File: config.mk
export PLATFORM = sky130hd
export DESIGN_NAME = regfile_wb_queue
export DESIGN_NICKNAME = d
export VERILOG_FILES = /design/src/rtl/regfile_wb_queue.sv
export SDC_FILE = /design/constraint.sdc
export NUM_CORES = 1
export LEC_CHECK = 0
export ABC_AREA = 0
export ABC_CLOCK_PERIOD_IN_PS = 4400
export BUFFER_PORTS_ARGS = -buffer_cell sky130_fd_sc_hd__buf_2
export CORE_MARGIN = 3
export CORE_UTILIZATION = 58
export DETAILED_ROUTE_END_ITERATION = 6
export MAX_ROUTING_LAYER = met4
export PLACE_DENSITY = 0.78
export SLEW_MARGIN = 20
export SYNTH_ARGS = -nofsm -noshare
export SYNTH_HDL_FRONTEND = slang
export SYNTH_SLANG_ARGS = --single-unit
File: constraint.sdc
create_clock -name WrClk -period 4.4 [get_ports WrClk]
set_clock_uncertainty 0.2 [all_clocks]
set_input_delay 1.1 -clock WrClk [delete_from_list [all_inputs] [get_ports WrClk]]
set_output_delay 1.1 -clock WrClk [all_outputs]
set_load 0.05 [all_outputs]
File: src/rtl/regfile_wb_queue.sv
// Write-back queue in front of a register file: buffers pending writes, drains them in
// FIFO order and forwards the youngest pending value to the two read ports.
module regfile_wb_queue #(
    parameter int DEPTH = 4,
    parameter int AW    = 5,
    parameter int DW    = 32
) (
    input  logic                       WrClk,
    input  logic                       Rst,
    input  logic                       in_valid,
    output logic                       in_ready,
    input  logic [AW-1:0]              in_Rw,
    input  logic [DW-1:0]              in_busW,
    input  logic                       drain_en,
    output logic [AW-1:0]              Rw,
    output logic [DW-1:0]              busW,
    output logic                       RegWr,
    input  logic [AW-1:0]              Ra,
    input  logic [AW-1:0]              Rb,
    input  logic [DW-1:0]              busA,
    input  logic [DW-1:0]              busB,
    output logic [DW-1:0]              fwdA,
    output logic [DW-1:0]              fwdB,
    output logic [$clog2(DEPTH):0]     level
);
    localparam int PW = $clog2(DEPTH);
    localparam int LW = PW + 1;

    logic [AW-1:0] addr_mem [DEPTH];
    logic [DW-1:0] data_mem [DEPTH];

    logic [PW-1:0] head_reg, head_next;
    logic [PW-1:0] tail_reg, tail_next;
    logic [LW-1:0] level_reg, level_next;

    logic          push;
    logic          pop;
    logic          not_empty;

    assign not_empty = (level_reg != '0);
    assign in_ready  = (level_reg < LW'(DEPTH));
    assign RegWr     = not_empty & drain_en;
    assign Rw        = not_empty ? addr_mem[head_reg] : '0;
    assign busW      = not_empty ? data_mem[head_reg] : '0;
    assign level     = level_reg;

    // Writes to register 0 are accepted but never stored.
    assign push = in_valid & in_ready & (in_Rw != '0);
    assign pop  = RegWr;

    always_comb begin
        head_next  = head_reg;
        tail_next  = tail_reg;
        level_next = level_reg;
        if (push) begin
            tail_next = tail_reg + 1'b1;
        end
        if (pop) begin
            head_next = head_reg + 1'b1;
        end
        case ({push, pop})
            2'b10:   level_next = level_reg + 1'b1;
            2'b01:   level_next = level_reg - 1'b1;
            default: level_next = level_reg;
        endcase
    end

    always_ff @(posedge WrClk) begin
        if (Rst) begin
            head_reg  <= '0;
            tail_reg  <= '0;
            level_reg <= '0;
        end else begin
            head_reg  <= head_next;
            tail_reg  <= tail_next;
            level_reg <= level_next;
        end
    end

    always_ff @(posedge WrClk) begin
        if (push && !Rst) begin
            addr_mem[tail_reg] <= in_Rw;
            data_mem[tail_reg] <= in_busW;
        end
    end

    // Entries are examined by age offset from the head; higher offset = younger.
    logic [DEPTH-1:0] match_a;
    logic [DEPTH-1:0] match_b;
    logic [DW-1:0]    off_data [DEPTH];

    generate
        for (genvar gi = 0; gi < DEPTH; gi++) begin : g_off
            logic [PW-1:0] idx;
            logic          occ;
            assign idx          = head_reg + PW'(gi);
            assign occ          = (LW'(gi) < level_reg);
            assign match_a[gi]  = occ && (addr_mem[idx] == Ra);
            assign match_b[gi]  = occ && (addr_mem[idx] == Rb);
            assign off_data[gi] = data_mem[idx];
        end
    endgenerate

    always_comb begin
        fwdA = busA;
        fwdB = busB;
        for (int k = 0; k < DEPTH; k++) begin
            if (match_a[k]) begin
                fwdA = off_data[k];
            end
            if (match_b[k]) begin
                fwdB = off_data[k];
            end
        end
        if (Ra == '0) begin
            fwdA = '0;
        end
        if (Rb == '0) begin
            fwdB = '0;
        end
    end

endmodule

==> impl_metrics.tcl, run 1 <==
set metrics [dict create \
    outcome "finished, violations left" \
    violations "setup timing" \
    cts_root_buf "clkbuf_16" \
    final_cell_mix "buf_2, mux4_2, edfxtp_1, o21ai_0, buf_6" \
    crit_chain "mux4_2, xnor2_2, nand4_4, buf_12, or3_1, a311o_1, a21oi_2, buf_6" \
    min-delay-path-class "flip-flop to flip-flop" \
    min_period_ns 4.47 \
    clockBufferDepth 2 \
    final-seq-area_sq_um 4640 \
    grt_pass1_wl_mm 64.0 \
    power_mw 8.69 \
    hold_viol 0 \
    final_common_cell "buf_2" \
    final_area_sq_um 15500 \
    synth_nets 1184 \
    p_sw_share_pct 47.7 \
    ant_nets 0 \
    post_synth.cell_area_avg_sq_um 11.9 \
    wl_per_cell_um 27.2 \
    coreArea_sq_um 21200 \
    die_h_um 154 \
    cp.required_ns 3.10 \
    finalSetupViolations 30 \
    finalCritPeriodShare_pct 102 \
    drt_iter0_drc 1816 \
    startpoint_type "flip-flop" \
    grt_pass1_vias 11300 \
    grt_max_degree 59 \
    powerDensity_nw_per_um2 560 \
    seqPwrFrac_pct 21.5 \
    max_freq_ghz 0.224 \
    clkTransAtPathRegs_ns 0.07 \
    synth.distinct_cells 39 \
    clock_latency_ns 0.43 \
    synth_seq_cells 157 \
    arrival_ns 3.17 \
    syn2layout_area_growth_pct 22.7 \
    p_leak_nw 5.05 \
    intPower_mw 4.55 \
    vdd_ir_drop_max_mv 0.370 \
    multiInputGateArea_sq_um 7620 \
    cts_sinks 157 \
    rsz0062_at_grt "yes" \
    drc_errors 0 \
    end_kind "primary output" \
    cts_tree "yes" \
    vias_per_cell 7.51 \
    port_buffers 220 \
    antenna_found_initial 5 \
    slew_headroom_pct 53.8 \
    fin_setup_tns_ns -0.791 \
    crit_path_top_delay_cell "mux4_2" \
    yosysWarnings 0 \
    syn-cell-area_sq_um 12600 \
    nNetsFinal 1365 \
    hpwlAfterDp_mm 26.7 \
    routabilityCongestion 0.909 \
    cpPeakStageDelay_ns 0.60 \
    p_clk_share_pct 16.9 \
    gr-usage-all-layers_pct 35.7 \
    power.switching_mw 4.14 \
    layout_setup_ws_ns -0.0721 \
    postSynthCellCount 1060 \
    maxSlewViolCount 0 \
    die_w_um 154 \
    combPwrFrac_pct 61.7 \
    yosysSeqAreaShare_pct 36.6 \
    cp_max_fo 37 \
    crit_type "flip-flop to primary output" \
    tightest_slew_ns 0.694 \
    fillers 1429 \
    place_area_sq_um 14300 \
    drive_above_1_share_pct 45.0 \
    dr.pass1.iters 7 \
    largest_reg_flops 128 \
    gr-total-overflow 0 \
    routed_wl_mm 41.8 \
    rows 53 \
    cts-htree-levels 4 \
    die_area_sq_um 23600 \
    maxCapViolCount 0 \
    cts_buffers 17 \
    start_util_pct 59.6 \
    ios 221 \
    vias 11500 \
]
-- through the flow --
step	util (%)	hold slack [ns]	std cells	worst slack, ns
2_1_floorplan	-	0.318	1060	0.0624
3_3_place_gp	67.3	0.347	1485	0.112
3_5_place_dp	67.3	0.351	1485	0.0745
4_1_cts	72.2	0.363	1526	-0.0766
5_1_grt	73.1	0.376	1534	-0.151
6_report	73.1	0.361	1534	-0.0721
-- path summary, 6_finish.rpt --
| kind | start | cells past startpoint | slack (ns) | end |
|---|---|---|---|---|
| worst max-delay path | flip-flop | 8 | -0.07 | fwdA[17] |
| worst min-delay path | tail_reg[1]$_SDFFE_PP0P_ | 2 | 0.36 | tail_reg[1]$_SDFFE_PP0P_ |
| worst max register to register | level[0]$_SDFFE_PP0P_ | 7 | 1.84 | level[2]$_SDFFE_PP0P_ |
| worst min register to register | tail_reg[1]$_SDFFE_PP0P_ | 2 | 0.36 | tail_reg[1]$_SDFFE_PP0P_ |
-- kinds of logic (layout without fill, tap and decap cells) --
| family | after synthesis | in the layout | synth area share (%) |
|---|---|---|---|
| DFF | 157 | 157 | 36.6 |
| xor gates and xnor gates | 45 | 45 | 3.59 |
| muxes | 150 | 150 | 26.5 |
| AOI/OAI and AO/OA | 325 | 325 | 16.4 |
| buffers and inverters | 131 | 325 | 5.24 |
| and+or+nand+nor | 243 | 243 | 10.8 |
| other | 0 | 5 | 0 |
| adders and majority gates | 9 | 9 | 0.891 |
-- cell usage after synthesis, drive strengths merged --
cell / number / area share (%)
and2: 4 / 0.20
buf: 45 / 2.7
or3: 65 / 3.2
edfxtp: 148 / 35
a21o: 3 / 0.18
a211oi: 1 / 0.059
a311o: 62 / 4.9
o221a: 2 / 0.18
or4: 1 / 0.059
xnor2: 38 / 3.1
mux4: 148 / 26
a311oi: 2 / 0.14
a21oi: 126 / 5.8
nor2: 13 / 0.39
nand2b: 1 / 0.050
nor2b: 39 / 1.9
clkbuf: 81 / 2.4
xor2: 7 / 0.48
o211ai: 1 / 0.059
o21ai: 128 / 5.1
nor3: 68 / 2.9
ha: 9 / 0.89
nand2: 40 / 1.2
inv: 5 / 0.15
or2: 4 / 0.20
dfxtp: 9 / 1.4
mux2i: 2 / 0.16
nand4: 8 / 0.68
-- area by class of cell --
| type | count | share of cell area (%) |
|---|---|---|
| repair buffers | 288 | 14.9 |
| flip-flops and latches | 157 | 29.9 |
| clock buffers | 22 | 2.99 |
| inverters | 5 | 0.121 |
| well taps | 275 | 2.22 |
| clock inverters | 10 | 0.742 |
| diodes | 5 | 0.0806 |
| multi-input cells | 772 | 49.1 |
-- what timing repair did --
action / 4_1_cts / 5_1_grt
setup endpoints to repair: 64 / 64
cloned: 1 / 1
buffers inserted: 8 / 2
pin swaps: 6 / 6
resized for setup: 110 / 38
hold buffers: 0 / 0
-- critical path: cells and delay by family, from the launching register on --
family,cells,cell delay (ns)
DFF,1,0.41
and+or+nand+nor,2,0.56
buffers and inverters,2,0.38
muxes,1,0.60
xor gates and xnor gates,1,0.22
AOI/OAI and AO/OA,2,0.53
-- per-layer routing --
metal / global-route usage, % / wire length (um) / share of wire (%) / vias up
li1: - / - / - / 4673
met1: 46.2 / 14200 / 34 / 5495
met3: 9.18 / 5920 / 14 / 266
met2: 53.6 / 19200 / 46 / 1086
met4: 16.7 / 2420 / 5.8 / 0
met5: - / 0 / 0 / -
-- power groups by stage --
stage	sequential, mW	clock, mW	combinational, mW
after floorplan	1.86	0	3.71
after global placement	1.90	0	4.89
after detailed placement	1.91	0	4.93
after CTS	1.86	1.47	5.19
after global routing	1.88	1.54	5.59
final	1.86	1.46	5.36
(Power assumes the default switching activity.)
==> run 2: changes to the inputs <==
--- a/config.mk
+++ b/config.mk
@@ -6,13 +6,13 @@
 export NUM_CORES = 1
 export LEC_CHECK = 0
 export ABC_AREA = 0
-export ABC_CLOCK_PERIOD_IN_PS = 4400
+export ABC_CLOCK_PERIOD_IN_PS = 4100
 export BUFFER_PORTS_ARGS = -buffer_cell sky130_fd_sc_hd__buf_2
 export CORE_MARGIN = 3
-export CORE_UTILIZATION = 58
+export CORE_UTILIZATION = 52
 export DETAILED_ROUTE_END_ITERATION = 6
 export MAX_ROUTING_LAYER = met4
-export PLACE_DENSITY = 0.78
+export PLACE_DENSITY = 0.74
 export SLEW_MARGIN = 20
 export SYNTH_ARGS = -nofsm -noshare
 export SYNTH_HDL_FRONTEND = slang
==> constraint.sdc (replaced) <==
create_clock -name WrClk -period 4.1 [get_ports WrClk]
set_clock_uncertainty 0.2 [all_clocks]
set_input_delay 1.025 -clock WrClk [delete_from_list [all_inputs] [get_ports WrClk]]
set_output_delay 1.025 -clock WrClk [all_outputs]
set_load 0.05 [all_outputs]
==> impl_metrics.tcl, run 2 (same netlist as run 1, synthesis figures left out) <==
set metrics [dict create \
    arrival_ns 3.24 \
    final_common_cell "buf_2" \
    final-seq-area_sq_um 4640 \
    violations "setup timing" \
    nNetsFinal 1398 \
    min-delay-path-class "flip-flop to flip-flop" \
    critPathTopFamily "compound AO/OA/AOI/OAI gates" \
    cts_sinks 157 \
    routabilityCongestion 0.884 \
    finalCritPeriodShare_pct 109 \
    tightest_slew_ns 0.847 \
    start_util_pct 53.4 \
    maxSlewViolCount 0 \
    rows 56 \
    grt_pass1_wl_mm 67.9 \
    dr.pass1.iters 7 \
    cts_tree "yes" \
    gr-usage-all-layers_pct 34.9 \
    syn2layout_area_growth_pct 29.6 \
    drc_errors 0 \
    cp.required_ns 2.87 \
    largest_reg_flops 128 \
    drive_above_1_share_pct 46.7 \
    hold_viol 0 \
    coreArea_sq_um 23700 \
    grt.met1_usage_pct 45.7 \
    outcome "finished, violations left" \
    layout_setup_ws_ns -0.365 \
    use_met2_pct 53.4 \
    multiInputGateArea_sq_um 8040 \
    busiest_layer "met2" \
    pre_cts_slack_ns -0.0913 \
    slew_headroom_pct 43.6 \
    min_period_ns 4.47 \
    vias_per_cell 7.22 \
    finalSetupViolations 64 \
    routed_wl_mm 44.5 \
    final_cell_mix "buf_2, mux4_2, edfxtp_1, o21ai_0, buf_4" \
    met3_usage_pct 6.89 \
    vias 11600 \
    hpwlAfterDp_mm 29.0 \
    powerDensity_nw_per_um2 584 \
    crit_path_top_delay_cell "mux4_2" \
    crit_type "flip-flop to primary output" \
    fin_util_pct 69.2 \
    end_kind "primary output" \
    max_freq_ghz 0.224 \
    cpPeakStageDelay_ns 0.57 \
    wl_per_cell_um 27.7 \
    clockBufferDepth 2 \
    drt_iter0_drc 1628 \
    cp_max_fo 16 \
    die_w_um 162 \
    grt_pass1_vias 11500 \
    fillers 1668 \
    rsz0062_at_grt "yes" \
    ant_nets 0 \
    p_leak_nw 5.37 \
    antenna_found_initial 2 \
    cts_root_buf "clkbuf_16" \
    crit_chain "buf_12, mux4_2, xnor2_1, nand4_2, or2_1, buf_4, a311o_1, a21oi_4, buf_6" \
    clock_latency_ns 0.43 \
    port_buffers 220 \
    gr-total-overflow 0 \
    clkTransAtPathRegs_ns 0.07 \
    grt_max_degree 59 \
    startpoint_type "flip-flop" \
    vdd_ir_drop_max_mv 0.461 \
    cts_buffers 17 \
    cts-htree-levels 4 \
    ios 221 \
    maxCapViolCount 0 \
    die_h_um 162 \
    die_area_sq_um 26200 \
    worst-path-buf-inv 3 \
]
==> run 2: changes by cell type in the layout (fill, tap and decap cells not counted), moves of 4 or more <==
| cell | change |
|---|---|
| a21oi_2 | -56 |
| a21oi_4 | +56 |
| buf_12 | +7 |
| buf_4 | +28 |
| buf_6 | -10 |
| buf_8 | +4 |
| inv_6 | +4 |
| o21ai_0 | -11 |
| o21ai_1 | +11 |
==> run 2: final cells by class <==
type	count	share of cell area [%]
tap	319	2.44
timing repair buffer	321	16.6
clock buffer	18	2.68
multi-input combinational	772	49.1
clock inverter	14	0.809
sequential	157	28.3
inverter	5	0.115
antenna	3	0.0458
==> run 2: metal layers <==
layer,share of wire [%],vias to the layer above
li1,-,4733
met1,35,5635
met2,46,1047
met3,13,210
met4,5.1,0
met5,0,-
==> run 2: worst register-to-register path: cells and delay by family, from the launching register on <==
kind	cells	cell delay, ns
buf+inv	1	0.14
fa+ha+maj	2	0.60
simple gates	3	1.32
flops	1	0.35
compound gates	1	0.13
==> run 2: path summary, 6_finish.rpt <==
path                            slack [ns]                  endpoint  cells after the start                startpoint
worst max-delay path                 -0.37                   fwdB[1]                      9  head_reg[0]$_SDFFE_PP0P_
worst min-delay path                  0.41  tail_reg[1]$_SDFFE_PP0P_                      2  tail_reg[1]$_SDFFE_PP0P_
worst max register to register        1.30     level[2]$_SDFFE_PP0P_                      7     level[1]$_SDFFE_PP0P_
worst min register to register        0.41  tail_reg[1]$_SDFFE_PP0P_                      2  tail_reg[1]$_SDFFE_PP0P_
==> run 2: metrics by stage <==
step | power (mW) | TNS (ns) | instances | cell area [sq um] | hold slack [ns]
after floorplan | 6.08 | -0.0678 | 1060 | 13200 | 0.318
final | 9.57 | -17.59 | 1609 | 16400 | 0.405
after CTS | 9.44 | -17.16 | 1601 | 16300 | 0.399
after global placement | 7.45 | -1.45 | 1546 | 15000 | 0.342
after global routing | 9.90 | -23.28 | 1608 | 16400 | 0.425
after detailed placement | 7.50 | -1.98 | 1546 | 15000 | 0.382
==> run 2: where the power goes <==
part / total (mW) / leakage, nW / switching [mW] / internal [mW]
Sequential: 1.99 / 1.42 / 0.118 / 1.88
Combinational: 6.02 / 3.68 / 3.79 / 2.22
Clock: 1.56 / 0.274 / 0.700 / 0.862
Total: 9.57 / 5.37 / 4.61 / 4.96
==> run 2: repair_timing <==
action	in CTS	in global routing
buffers inserted	18	5
hold buffers	0	0
gates resized for setup	135	24
endpoints found under the setup margin	64	64
pin swaps	16	29
cloned	5	0
